--- src/rtl/axi_write_slave.sv ---
// axi_write_slave
//   AXI4 write-channel responder. Accepts one AW burst at a time, turns each
//   W beat into a byte-strobed write on a simple SRAM-style port, and returns
//   one B response per burst.
//
// Ports
//   clk, resetn                       clock, asynchronous active-low reset
//   axi_aw{addr,len,size,burst}       write address channel payload
//   axi_awvalid / axi_awready         address handshake
//   axi_w{data,strb,last}             write data channel payload
//   axi_wvalid / axi_wready           data handshake
//   axi_bresp, axi_bvalid, axi_bready write response channel
//   mem_we, mem_addr, mem_wdata,      memory write port; mem_we is a one-cycle
//   mem_wstrb                         pulse per accepted, error-free beat
module axi_write_slave #(
    parameter int unsigned AW       = 32,
    parameter int unsigned DW       = 64,
    parameter int unsigned MAX_SIZE = 3
) (
    input  logic            clk,
    input  logic            resetn,
    input  logic [AW-1:0]   axi_awaddr,
    input  logic [7:0]      axi_awlen,
    input  logic [2:0]      axi_awsize,
    input  logic [1:0]      axi_awburst,
    input  logic            axi_awvalid,
    output logic            axi_awready,
    input  logic [DW-1:0]   axi_wdata,
    input  logic [DW/8-1:0] axi_wstrb,
    input  logic            axi_wlast,
    input  logic            axi_wvalid,
    output logic            axi_wready,
    output logic [1:0]      axi_bresp,
    output logic            axi_bvalid,
    input  logic            axi_bready,
    output logic            mem_we,
    output logic [AW-1:0]   mem_addr,
    output logic [DW-1:0]   mem_wdata,
    output logic [DW/8-1:0] mem_wstrb
);

    typedef enum logic [1:0] {StInit, StIdle, StData, StResp} state_e;

    localparam logic [1:0] BurstIncr = 2'b01;
    localparam logic [1:0] RespOkay  = 2'b00;
    localparam logic [1:0] RespSlv   = 2'b10;

    state_e        state_q;
    logic [AW-1:0] addr_q;
    logic [7:0]    len_q;
    logic [7:0]    cnt_q;
    logic [2:0]    size_q;
    logic [1:0]    burst_q;
    logic          err_q;

    logic          aw_hs;
    logic          w_hs;
    logic          len_hit;
    logic          burst_done;
    logic          last_err;
    logic          aw_err;
    logic [AW-1:0] addr_step;

    assign aw_hs      = axi_awvalid & axi_awready;
    assign w_hs       = axi_wvalid & axi_wready;
    assign len_hit    = (cnt_q == len_q);
    // A burst ends on the expected final beat or on an early wlast.
    assign burst_done = w_hs & (len_hit | axi_wlast);
    // wlast must coincide exactly with the final beat.
    assign last_err   = len_hit ^ axi_wlast;
    // WRAP and reserved bursts, and oversize beats, are unsupported.
    assign aw_err     = axi_awburst[1] | (32'(axi_awsize) > MAX_SIZE);
    assign addr_step  = AW'(1) << size_q;

    // A beat is written only if no error was flagged before it.
    assign mem_we     = w_hs & ~err_q;
    assign mem_addr   = addr_q;
    assign mem_wdata  = axi_wdata;
    assign mem_wstrb  = axi_wstrb;

    always_ff @(posedge clk or negedge resetn) begin
        if (!resetn) begin
            state_q     <= StInit;
            addr_q      <= '0;
            len_q       <= '0;
            cnt_q       <= '0;
            size_q      <= '0;
            burst_q     <= '0;
            err_q       <= 1'b0;
            axi_awready <= 1'b0;
            axi_wready  <= 1'b0;
            axi_bvalid  <= 1'b0;
            axi_bresp   <= RespOkay;
        end else begin
            unique case (state_q)
                StInit: begin
                    state_q     <= StIdle;
                    axi_awready <= 1'b1;
                end
                StIdle: begin
                    if (aw_hs) begin
                        addr_q      <= axi_awaddr;
                        len_q       <= axi_awlen;
                        size_q      <= axi_awsize;
                        burst_q     <= axi_awburst;
                        cnt_q       <= '0;
                        err_q       <= aw_err;
                        state_q     <= StData;
                        axi_awready <= 1'b0;
                        axi_wready  <= 1'b1;
                    end
                end
                StData: begin
                    if (w_hs) begin
                        cnt_q <= cnt_q + 8'd1;
                        // FIXED holds the address; only INCR advances it.
                        if (burst_q == BurstIncr) begin
                            addr_q <= addr_q + addr_step;
                        end
                        if (burst_done) begin
                            err_q      <= err_q | last_err;
                            axi_bresp  <= (err_q | last_err) ? RespSlv : RespOkay;
                            state_q    <= StResp;
                            axi_wready <= 1'b0;
                            axi_bvalid <= 1'b1;
                        end
                    end
                end
                StResp: begin
                    if (axi_bvalid && axi_bready) begin
                        err_q       <= 1'b0;
                        axi_bresp   <= RespOkay;
                        state_q     <= StIdle;
                        axi_bvalid  <= 1'b0;
                        axi_awready <= 1'b1;
                    end
                end
            endcase
        end
    end

endmodule

--- config.mk ---
export PLATFORM = sky130hd
export DESIGN_NAME = axi_write_slave
export DESIGN_NICKNAME = d
export VERILOG_FILES = /design/src/rtl/axi_write_slave.sv
export SDC_FILE = /design/constraint.sdc
export NUM_CORES = 1
export LEC_CHECK = 0
export BUFFER_PORTS_ARGS = -buffer_cell sky130_fd_sc_hd__buf_2
export CORE_MARGIN = 2
export CORE_UTILIZATION = 25
export DETAILED_ROUTE_END_ITERATION = 6
export PLACE_DENSITY = 0.46
export SLEW_MARGIN = 20
export SYNTH_ARGS = -nofsm -noshare
export SYNTH_HDL_FRONTEND = slang
export SYNTH_SLANG_ARGS = --single-unit
--- constraint.sdc ---
create_clock -name clk -period 3.7 [get_ports clk]
set_clock_uncertainty 0.2 [all_clocks]
set_input_delay 0.185 -clock clk [delete_from_list [all_inputs] [get_ports clk]]
set_output_delay 0.185 -clock clk [all_outputs]
set_load 0.05 [all_outputs]
==> results.yml <==
status:
  outcome: "finished clean"
cts:
  clk_transition_reported_paths_ns: 0.05
  cts.repair.resized: 0
  cts.sinks: 60
  cts_tree: "yes"
  cts_setup_buffers: 0
  clock_latency_ns: 0.33
  hold_buffers: 46
  cts_made_buffers: 9
  h-tree-depth: 3
  root_buffer: "clkbuf_16"
  cts_max_path_buffers: 2
synth:
  netlist_instances: 472
  ys_ff_latch: 60
  synthFlopType: "dfrtp_1"
  synth.avg_cell_area_um2: 9.39
  yosys-top-cells-count: "buf_4 (74), dfrtp_1 (60), nand2_1 (42)"
  netlist_area_um2: 4430
  yosysMostFrequentCell: "buf_4"
  synth_edf_count: 0
  synth_nets: 612
  ys_types: 63
  synth_area_leaders: "dfrtp_1 (34%), buf_4 (13%), mux2i_1 (6.1%), ha_1 (4.5%), mux2_2 (3.8%)"
  yosysTopAreaCellShare: 0.339
  ys_seq_area_frac: 0.339
  async_flop_share: 1.00
  yosysWarnings: 0
  synth_top_area_cell: "dfrtp_1"
power:
  vdd_drop_max_v: 0.000362
  power_leakage_nw: 2.44
  p_per_area_nw_per_um2: 912
  power.total_mw: 4.89
critical_path:
  reg2reg_depth: 7
  crit_chain: "and3b_1 -> ha_1 -> nand3_2 -> nor3_2 -> o21ai_1 -> o211a_1 -> a211oi_1"
  crit_path_max_incr_delay_ns: 0.59
  cp-end-kind: "register"
  arrival_ns: 2.91
  crit_buf_inv: 0
  critPathTopFamily: "simple AND/OR/NAND/NOR gates"
  crit_slowest_cell: "nor3_2"
  crit_path_start_kind: "register"
  crit_type: "register to register"
  worst_ep_required_time_ns: 3.75
  cp.depth: 7
  cp_max_fo: 9
die:
  die_h_um: 137
  ios: 233
  coreArea_um2: 17300
  die_w_um: 137
  rows: 48
  die_area_um2: 18800
  initial_core_util: 0.256
timing:
  maxSlewViolCount: 0
  period_needed_ns: 2.86
  finalCritPeriodShare: 0.774
  grt_setup_unrepaired: "false"
  setup-tns-final_ns: 0
  fmax_mhz: 349
  max_slew_margin: 0.415
  setup_violations: 0
  fin_ws_ns: 0.837
  worst_pin_slew_ns: 0.878
  finalHoldViolCount: 0
drt:
  drt_iter0_markers: 162
  viasPerCell: 4.73
  vias: 3623
  drc: 0
  wirelength_um: 12600
  drt.antenna.violating_nets: 0
  wl_per_cell_um: 16.4
  drtPass1Iterations: 6
place:
  place_ws_ns: 0.833
  place_congestion: 0.800
  place_inst: 704
  port_buffers: 87
  dp_hpwl_um: 9200
final_layout:
  num_antenna_cells: 0
  nets: 676
  nFillCells: 1826
  finalCoreUtilization: 0.310
  post_route_cells_drive_above_1_share: 0.257
  multiInputGateArea_um2: 2250
  seq_area_um2: 1500
  layoutNonFillerInstCount: 766
  area_growth_pct: 21.0
grt:
  antenna_found_initial: 0
  grt_max_degree: 35
  grt_pass1_wl_um: 19600
  grt_pass1_vias: 3640
  overflow: 0
  grt_util_all_layers: 0.137
min_path:
  worstHoldPathType: "input pin to register"
  whs_path_depth: 4
flow_run:
  maxCapViolations: 0
-- stage by stage --
step | instance area (µm²) | hold WS, ns
floorplan | 4430 | -0.311
global placement | 4550 | 0.147
detailed placement | 4550 | 0.152
CTS | 5360 | 0.0106
global route | 5360 | 0.0458
finish | 5360 | 0.0295
-- worst register-to-register path: stages, from the launching register on --
cell and delay (ns):
dfrtp_1 0.51, and3b_1 0.22, ha_1 0.39, nand3_2 0.15, nor3_2 0.59, o21ai_1 0.25, o211a_1 0.27, a211oi_1 0.19
-- cells in the final DEF, fill, tap and decap left out, types with 9 or more instances in the layout --
cell type and instances:
nand4_1 11, clkbuf_16 9, a21oi_1 32, ha_1 16, nand3_1 12, o22ai_1 20, xor2_1 16, buf_2 87
mux2i_1 27, dlygate4sd3_1 46, dfrtp_1 60, o21ai_0 15, nor2_1 27, nand2_1 42, mux2_2 15
-- path summary, 6_finish.rpt --
path / from / to / slack, ns
max in group asynchronous: resetn / mem_addr[19] / 2.08
worst max register to register: size_q[1] / mem_addr[13] / 0.84
worst max-delay path: size_q[1] / mem_addr[13] / 0.84
worst min register to register: burst_q[1] / burst_q[1] / 0.30
worst min-delay path: axi_awaddr[7] / mem_addr[7] / 0.03
min in group asynchronous: resetn / len_q[5] / 0.30
-- layer usage --
layer  global-route usage  up-vias  part of all wire
li1                     -     1757                 -
met3               0.0393       43             0.060
met4               0.0590        0             0.027
met5                    0        -                 0
met2                0.224       97              0.47
met1                0.167     1726              0.45
-- power by group --
| part | switching (mW) | internal [mW] |
|---|---|---|
| Combinational | 1.70 | 0.842 |
| Clock | 0.307 | 0.693 |
| Sequential | 0.388 | 0.957 |
| Total | 2.40 | 2.49 |
-- registers in the layout, summed over array words and instances, names as in the netlist --
register     flops
burst_q          2
state_q          2
size_q           3
len_q            8
cnt_q            8
axi_bvalid       1
axi_wready       1
mem_addr        32
axi_bresp        1
axi_awready      1
err_q            1
-- kinds of logic after synthesis --
family | synth area share
xor gates and xnor gates | 0.0395
adders and majority gates | 0.0497
and+or+nand+nor | 0.159
buffers and inverters | 0.157
AOI/OAI and AO/OA | 0.156
muxes | 0.0991
DFF | 0.339
other | 0.000846
-- cell type report --
type	instances	area share
clock buffers	12	0.0478
clock inverters	4	0.0177
inverters	8	0.00560
multi-input cells	317	0.420
flip-flops and latches	60	0.280
well taps	225	0.0525
repair buffers	140	0.177
Note: power is estimated with default switching activity, not from simulation.
